[src/rtl/x_muldiv_unit.sv]
// x_muldiv_unit: iterative multiply/divide unit with architectural HI/LO registers.
//
// Sits in the execute stage behind the DX forwarding mux. A MULT/MULTU/DIV/DIVU
// op takes WIDTH iterations (one per cycle) plus a single sign-fix cycle. MTHI
// and MTLO write HI/LO directly in one cycle without raising busy.
//
// Ports:
//   clk     pipeline clock
//   rst     synchronous, active-high reset
//   start   valid mul/div op presented this cycle
//   op      0 NOP, 1 MULT, 2 MULTU, 3 DIV, 4 DIVU, 5 MTHI, 6 MTLO, 7 NOP
//   rs_val  forwarded rs operand (multiplicand / dividend / MTHI-MTLO data)
//   rt_val  forwarded rt operand (multiplier / divisor)
//   flush   abort any in-flight op; beats a same-cycle start
//   busy    op in flight (registered state decode)
//   done    one-cycle pulse after HI/LO take a new mul/div result
//   hi, lo  HI/LO registers
module x_muldiv_unit #(
   parameter int unsigned WIDTH = 32
) (
   input  logic             clk,
   input  logic             rst,
   input  logic             start,
   input  logic [2:0]       op,
   input  logic [WIDTH-1:0] rs_val,
   input  logic [WIDTH-1:0] rt_val,
   input  logic             flush,
   output logic             busy,
   output logic             done,
   output logic [WIDTH-1:0] hi,
   output logic [WIDTH-1:0] lo
);

   localparam int unsigned CntW = (WIDTH > 1) ? $clog2(WIDTH) : 1;
   localparam logic [CntW-1:0] CntLast = CntW'(WIDTH - 1);

   localparam logic [2:0] OpMult  = 3'd1;
   localparam logic [2:0] OpMultu = 3'd2;
   localparam logic [2:0] OpDiv   = 3'd3;
   localparam logic [2:0] OpDivu  = 3'd4;
   localparam logic [2:0] OpMthi  = 3'd5;
   localparam logic [2:0] OpMtlo  = 3'd6;

   typedef enum logic [1:0] {
      StIdle,
      StCalc,
      StFix
   } state_e;

   state_e               state_q, state_d;
   logic [CntW-1:0]      cnt_q, cnt_d;
   // Shared accumulator: product for multiply, {remainder, quotient} for divide.
   logic [2*WIDTH-1:0]   acc_q, acc_d;
   // Second operand magnitude: multiplicand addend or divisor.
   logic [WIDTH-1:0]     opb_q, opb_d;
   // Raw rs kept for the divide-by-zero HI result.
   logic [WIDTH-1:0]     raw_rs_q, raw_rs_d;
   logic                 is_div_q, is_div_d;
   logic                 div_zero_q, div_zero_d;
   // Operand signs; always zero for unsigned ops so the fix-up is a no-op.
   logic                 sign_a_q, sign_a_d;
   logic                 sign_b_q, sign_b_d;
   logic [WIDTH-1:0]     hi_q, hi_d;
   logic [WIDTH-1:0]     lo_q, lo_d;
   logic                 done_q, done_d;

   // Start-time operand conditioning.
   logic                 op_signed, op_div, op_arith;
   logic                 rs_neg, rt_neg;
   logic [WIDTH-1:0]     rs_abs, rt_abs;

   assign op_signed = (op == OpMult) || (op == OpDiv);
   assign op_div    = (op == OpDiv) || (op == OpDivu);
   assign op_arith  = (op == OpMult) || (op == OpMultu) || op_div;
   assign rs_neg    = op_signed & rs_val[WIDTH-1];
   assign rt_neg    = op_signed & rt_val[WIDTH-1];
   // The most negative value maps onto itself, which is the correct unsigned magnitude.
   assign rs_abs    = rs_neg ? -rs_val : rs_val;
   assign rt_abs    = rt_neg ? -rt_val : rt_val;

   // Radix-2 shift-add step: add the multiplicand into the upper half when the
   // current multiplier bit (acc LSB) is set, then shift the whole thing right.
   logic [WIDTH-1:0]     mul_addend;
   logic [WIDTH:0]       mul_sum;
   logic [2*WIDTH-1:0]   mul_next;

   assign mul_addend = acc_q[0] ? opb_q : '0;
   assign mul_sum    = {1'b0, acc_q[2*WIDTH-1:WIDTH]} + {1'b0, mul_addend};
   assign mul_next   = {mul_sum, acc_q[WIDTH-1:1]};

   // Restoring divide step: shift the next dividend bit into the partial
   // remainder, try the subtraction, keep it only if it did not borrow.
   logic [WIDTH:0]       rem_shift;
   logic [WIDTH:0]       div_diff;
   logic [2*WIDTH-1:0]   div_next;

   assign rem_shift = acc_q[2*WIDTH-1:WIDTH-1];
   assign div_diff  = rem_shift - {1'b0, opb_q};
   assign div_next  = div_diff[WIDTH] ? {rem_shift[WIDTH-1:0], acc_q[WIDTH-2:0], 1'b0}
                                      : {div_diff[WIDTH-1:0], acc_q[WIDTH-2:0], 1'b1};

   // Sign fix-up applied in StFix.
   logic                 neg_result;
   logic [2*WIDTH-1:0]   prod_fixed;
   logic [WIDTH-1:0]     quot_raw, rem_raw;
   logic [WIDTH-1:0]     quot_fixed, rem_fixed;

   assign neg_result = sign_a_q ^ sign_b_q;
   assign prod_fixed = neg_result ? -acc_q : acc_q;
   assign quot_raw   = acc_q[WIDTH-1:0];
   assign rem_raw    = acc_q[2*WIDTH-1:WIDTH];
   assign quot_fixed = neg_result ? -quot_raw : quot_raw;
   assign rem_fixed  = sign_a_q ? -rem_raw : rem_raw;

   always_comb begin
      state_d    = state_q;
      cnt_d      = cnt_q;
      acc_d      = acc_q;
      opb_d      = opb_q;
      raw_rs_d   = raw_rs_q;
      is_div_d   = is_div_q;
      div_zero_d = div_zero_q;
      sign_a_d   = sign_a_q;
      sign_b_d   = sign_b_q;
      hi_d       = hi_q;
      lo_d       = lo_q;
      done_d     = 1'b0;

      case (state_q)
         StIdle: begin
            if (start) begin
               if (op_arith) begin
                  acc_d      = {{WIDTH{1'b0}}, rs_abs};
                  opb_d      = rt_abs;
                  raw_rs_d   = rs_val;
                  is_div_d   = op_div;
                  div_zero_d = (rt_val == '0);
                  sign_a_d   = rs_neg;
                  sign_b_d   = rt_neg;
                  cnt_d      = '0;
                  state_d    = StCalc;
               end else if (op == OpMthi) begin
                  hi_d = rs_val;
               end else if (op == OpMtlo) begin
                  lo_d = rs_val;
               end
            end
         end

         StCalc: begin
            acc_d = is_div_q ? div_next : mul_next;
            cnt_d = cnt_q + CntW'(1);
            if (cnt_q == CntLast) begin
               state_d = StFix;
            end
         end

         StFix: begin
            if (!is_div_q) begin
               {hi_d, lo_d} = prod_fixed;
            end else if (div_zero_q) begin
               hi_d = raw_rs_q;
               lo_d = '1;
            end else begin
               hi_d = rem_fixed;
               lo_d = quot_fixed;
            end
            done_d  = 1'b1;
            cnt_d   = '0;
            state_d = StIdle;
         end

         default: begin
            state_d = StIdle;
         end
      endcase

      // Squash overrides everything above, including a same-cycle MTHI/MTLO.
      if (flush) begin
         state_d = StIdle;
         cnt_d   = '0;
         hi_d    = hi_q;
         lo_d    = lo_q;
         done_d  = 1'b0;
      end
   end

   always_ff @(posedge clk) begin
      if (rst) begin
         state_q    <= StIdle;
         cnt_q      <= '0;
         acc_q      <= '0;
         opb_q      <= '0;
         raw_rs_q   <= '0;
         is_div_q   <= 1'b0;
         div_zero_q <= 1'b0;
         sign_a_q   <= 1'b0;
         sign_b_q   <= 1'b0;
         hi_q       <= '0;
         lo_q       <= '0;
         done_q     <= 1'b0;
      end else begin
         state_q    <= state_d;
         cnt_q      <= cnt_d;
         acc_q      <= acc_d;
         opb_q      <= opb_d;
         raw_rs_q   <= raw_rs_d;
         is_div_q   <= is_div_d;
         div_zero_q <= div_zero_d;
         sign_a_q   <= sign_a_d;
         sign_b_q   <= sign_b_d;
         hi_q       <= hi_d;
         lo_q       <= lo_d;
         done_q     <= done_d;
      end
   end

   assign busy = (state_q != StIdle);
   assign done = done_q;
   assign hi   = hi_q;
   assign lo   = lo_q;

endmodule
[config.mk]
export PLATFORM = sky130hd
export DESIGN_NAME = x_muldiv_unit
export DESIGN_NICKNAME = d
export VERILOG_FILES = /design/src/rtl/x_muldiv_unit.sv
export SDC_FILE = /design/constraint.sdc
export NUM_CORES = 1
export LEC_CHECK = 0
export ABC_AREA = 1
export CAP_MARGIN = 15
export CELL_PAD_IN_SITES_DETAIL_PLACEMENT = 1
export CELL_PAD_IN_SITES_GLOBAL_PLACEMENT = 2
export CORE_MARGIN = 2
export CORE_UTILIZATION = 32
export DETAILED_ROUTE_END_ITERATION = 16
export PLACE_DENSITY_LB_ADDON = 0.3
export SLEW_MARGIN = 20
export SYNTH_ARGS = -nofsm -noshare
export SYNTH_HDL_FRONTEND = slang
export SYNTH_SLANG_ARGS = --single-unit
[constraint.sdc]
create_clock -name clk -period 3 [get_ports clk]
set_clock_uncertainty 0.05 [all_clocks]
set_input_delay 0.3 -clock clk [delete_from_list [all_inputs] [get_ports clk]]
set_output_delay 0.3 -clock clk [all_outputs]
set_load 0.01 [all_outputs]
==> flow_summary_export.csv <==
group,metric,value,unit
route,number_of_nets_with_antenna_violations_after_routing,0,
logic_synthesis,synth_sequential_area_ratio,0.206,
logic_synthesis,synth_most_common_cell,"sky130_fd_sc_hd__nand2_1",
worst_setup_path,timing.critical_path.from_type,"flip-flop",
power_and_ir_drop,power_leakage,11.6,nW
logic_synthesis,synth_top_cells_by_count,"sky130_fd_sc_hd__nand2_1 (935), sky130_fd_sc_hd__inv_1 (487), sky130_fd_sc_hd__nor2_1 (411)",
cts,htreeDepth,1,
placement,dp_hpwl,82400,um
global_route,grt_antenna_before_repair,3,
route,dr.first_iter.drc_count,1884,
worst_setup_path,ff2ff_path_depth,18,
global_route,grt_overflow_total,0,
route,wl,102000,um
cts,cts.path.max_buffers,3,
die,rows,91,
placement,portBuffers,136,
status,status,"finished, final reports clean",
logic_synthesis,most_area_hungry_cell_type_in_the_yosys_netlist,"sky130_fd_sc_hd__dfxtp_1",
worst_setup_path,timing_worst_setup_path_type,"reg2reg",
timing,finalWorstPathRequiredPeriod,2.84,ns
die,design.core.area,61600,sq um
power_and_ir_drop,power_per_cell_area,408,nW/um^2
layout,fin_nets,3836,
hold_path,timing.hold.worst.start,"rst",
route,detail_route.vias_per_cell,5.33,
worst_setup_path,critical_path.reg2reg.startpoint,"acc_q[31]",
logic_synthesis,synth_enable_flop_cells,0,
cts,clk_root_buffer_cell,"sky130_fd_sc_hd__clkbuf_16",
power_and_ir_drop,max-vdd-ir-drop,0.292,mV
route,routedWlPerCell,22.4,um
layout,final-instance-count-excl-fill,4547,
timing,drv_slew,0,
hold_path,holdPathStages,4,
worst_setup_path,critical_path.reg2reg.endpoint,"acc_q[47]",
logic_synthesis,synthDominantCellAreaShare,0.206,
cts,clkLatencyLatePin,0.58,ns
logic_synthesis,async_set_reset_flop_share_out_of_synthesis,0,
logic_synthesis,net_count_after_synthesis,3674,
logic_synthesis,ys_seq_elements,204,
die,die_area,64100,sq um
layout,area_growth_syn_to_layout,19.6,%
cts,number_of_buffers_inserted_during_clock_tree_synthesis,27,
timing,fmax,353,MHz
logic_synthesis,synth_area,19900,sq um
die,die_width,253,um
placement,dpl.cell_count,4497,
timing,timing.final.crit_share,0.946,
route,num_vias,24200,
route,firstDrtPassIters,5,
timing,setup_viol,0,
cts,tritoncts,"built",
global_route,track_usage,0.313,
layout,final_layout_size_suffix_gt1_frac,0.0949,
cts,path_clk_slew,0.06,ns
logic_synthesis,cells_after_synth,3528,
logic_synthesis,avgSynthCellArea,5.63,sq um
worst_setup_path,endpoint_kind_of_the_worst_setup_timing_path,"flip-flop",
worst_setup_path,r2r_slack,0.16,ns
hold_path,type_of_the_tightest_min_delay_check,"in2reg",
logic_synthesis,area_contributors_post_synth,"sky130_fd_sc_hd__dfxtp_1 (21%), sky130_fd_sc_hd__nand2_1 (18%), sky130_fd_sc_hd__inv_1 (9.2%)",
worst_setup_path,critical_path_peak_fanout,13,
route,drcViolationCount,0,
timing,slew_at_the_pin_closest_to_its_max_slew_limit,0.842,ns
timing,slew-limit-headroom,0.439,
die,die_h,253,um
logic_synthesis,synth_warn,0,
logic_synthesis,predominant_post_synthesis_flop_cell,"sky130_fd_sc_hd__dfxtp_1",
global_route,vias_in_the_first_global_route,24000,
timing,final_hold_slack,0.293,ns
global_route,first_pass_grt_wire_length,152000,um
worst_setup_path,critPathRequiredTime,3.37,ns
hold_path,worst_hold_path.endpoint,"lo[30]",
timing,final-hold-violation-count,0,
placement,gp_congestion,0.968,
layout,insertedDiodeCount,0,
cts,cts_sinks,204,
global_route,grt_start_max_net_pins,93,
worst_setup_path,crit_arrival,3.21,ns
timing,setup_repair_after_global_routing_missed_its_margin,"false",
die,starting_utilization_of_the_core_area,0.323,
flow_run,drv.max_cap_violation_count,0,
logic_synthesis,post_synth_num_cell_types,55,
die,top_level_ports,137,
[flip-flops by register name, indices dropped and copies added (netlist names)]
name and cells:
opb_q 32, sign_b_q 1, done 1, is_div_q 1, div_zero_q 1, sign_a_q 1
hi 32, raw_rs_q 32, acc_q 64, state_q 2, cnt_q 5, lo 32
[worst max-delay path by stage]
stage          startpoint        end  slack (ns)  cells past startpoint
6_report        acc_q[31]  acc_q[47]        0.16                     18
5_1_grt          acc_q[0]  acc_q[56]        0.02                     14
4_1_cts         acc_q[31]  acc_q[54]        0.11                     18
3_5_place_dp    rs_val[1]  acc_q[16]       -0.06                     12
3_3_place_gp    rs_val[1]  acc_q[16]        0.04                     12
2_1_floorplan    acc_q[0]  acc_q[61]        0.38                     21
[power breakdown]
part / total, W / leakage (nW) / internal [W] / switching (W)
Sequential: 0.00308 / 1.67 / 0.00289 / 0.000197
Combinational: 0.00332 / 9.54 / 0.00105 / 0.00228
Clock: 0.00328 / 0.431 / 0.00189 / 0.00140
[metal layers]
layer,GRT usage,up-vias,part of all wire
met1,0.498,11800,0.52
met3,0.0352,76,0.061
met5,0,-,0.00015
li1,-,11700,-
met2,0.445,692,0.40
met4,0.0585,2,0.018
[layout by cell type (no fill, tap or decap), drive strengths merged, types with 7 or more instances in the layout]
cell / netlist / routed
clkdlybuf4s50: 0 / 135
a21oi: 325 / 325
nand2: 982 / 982
nand4: 44 / 44
xor2: 42 / 42
clkinv: 2 / 8
o21bai: 9 / 9
xnor2: 17 / 17
o211ai: 18 / 18
a31oi: 29 / 29
nand3b: 10 / 10
inv: 503 / 505
buf: 52 / 141
nor2: 428 / 428
o31ai: 7 / 7
nand3: 261 / 261
ha: 73 / 73
dfxtp: 204 / 204
clkbuf: 91 / 39
and2: 9 / 9
o21ai: 351 / 351
nor3: 32 / 32
[final cells by class]
cell class                      count  area (sq um)
Clock inverter                     10          87.6
Timing Repair Buffer              276          2580
Sequential cell                   204          4090
Inverter                          505          1900
Fill cell                        8360         37800
Multi-Input combinational cell   2676         13300
Tap cell                          837          1050
Clock buffer                       39           781
[through the flow]
step,TNS (ns),worst slack [ns],total power [W],utilization,instance area [sq um]
4_1_cts,0,0.112,0.00966,0.385,23700
5_1_grt,0,0.0163,0.0101,0.386,23800
6_report,0,0.163,0.00969,0.386,23800
3_3_place_gp,0,0.0378,0.00633,0.371,22800
2_1_floorplan,0,0.377,0.00498,-,19900
3_5_place_dp,-0.0586,-0.0586,0.00638,0.371,22800
[cells by family after synthesis]
group           share of synthesized area
simple gates                        0.385
fa+ha+maj                          0.0480
xor+xnor                           0.0260
flops                               0.206
compound gates                      0.207
buf+inv                             0.128
[worst max-delay path: stages (launching register included)]
cell and delay [ns]:
sky130_fd_sc_hd__dfxtp_1 0.33, sky130_fd_sc_hd__inv_1 0.11, sky130_fd_sc_hd__ha_1 0.25, sky130_fd_sc_hd__fa_1 0.43, sky130_fd_sc_hd__inv_2 0.12, sky130_fd_sc_hd__nand2_1 0.05, sky130_fd_sc_hd__nand2_1 0.07, sky130_fd_sc_hd__nand3_1 0.08
sky130_fd_sc_hd__nand2_2 0.14, sky130_fd_sc_hd__nand2_1 0.08, sky130_fd_sc_hd__nand2_2 0.11, sky130_fd_sc_hd__nand2_4 0.09, sky130_fd_sc_hd__nand3_1 0.12, sky130_fd_sc_hd__nand2_4 0.15, sky130_fd_sc_hd__buf_12 0.18, sky130_fd_sc_hd__nand2_1 0.10
sky130_fd_sc_hd__nand3_2 0.09, sky130_fd_sc_hd__nand2_2 0.08, sky130_fd_sc_hd__a21oi_2 0.04
[what timing repair did]
| item | in CTS | in global routing |
|---|---|---|
| resized for setup | 0 | 8 |
| setup buffers | 0 | 1 |
| endpoints found under the hold margin | 0 | 0 |
| setup endpoints to repair | 0 | 22 |
| hold buffers | 0 | 0 |
(Power assumes the default switching activity.)
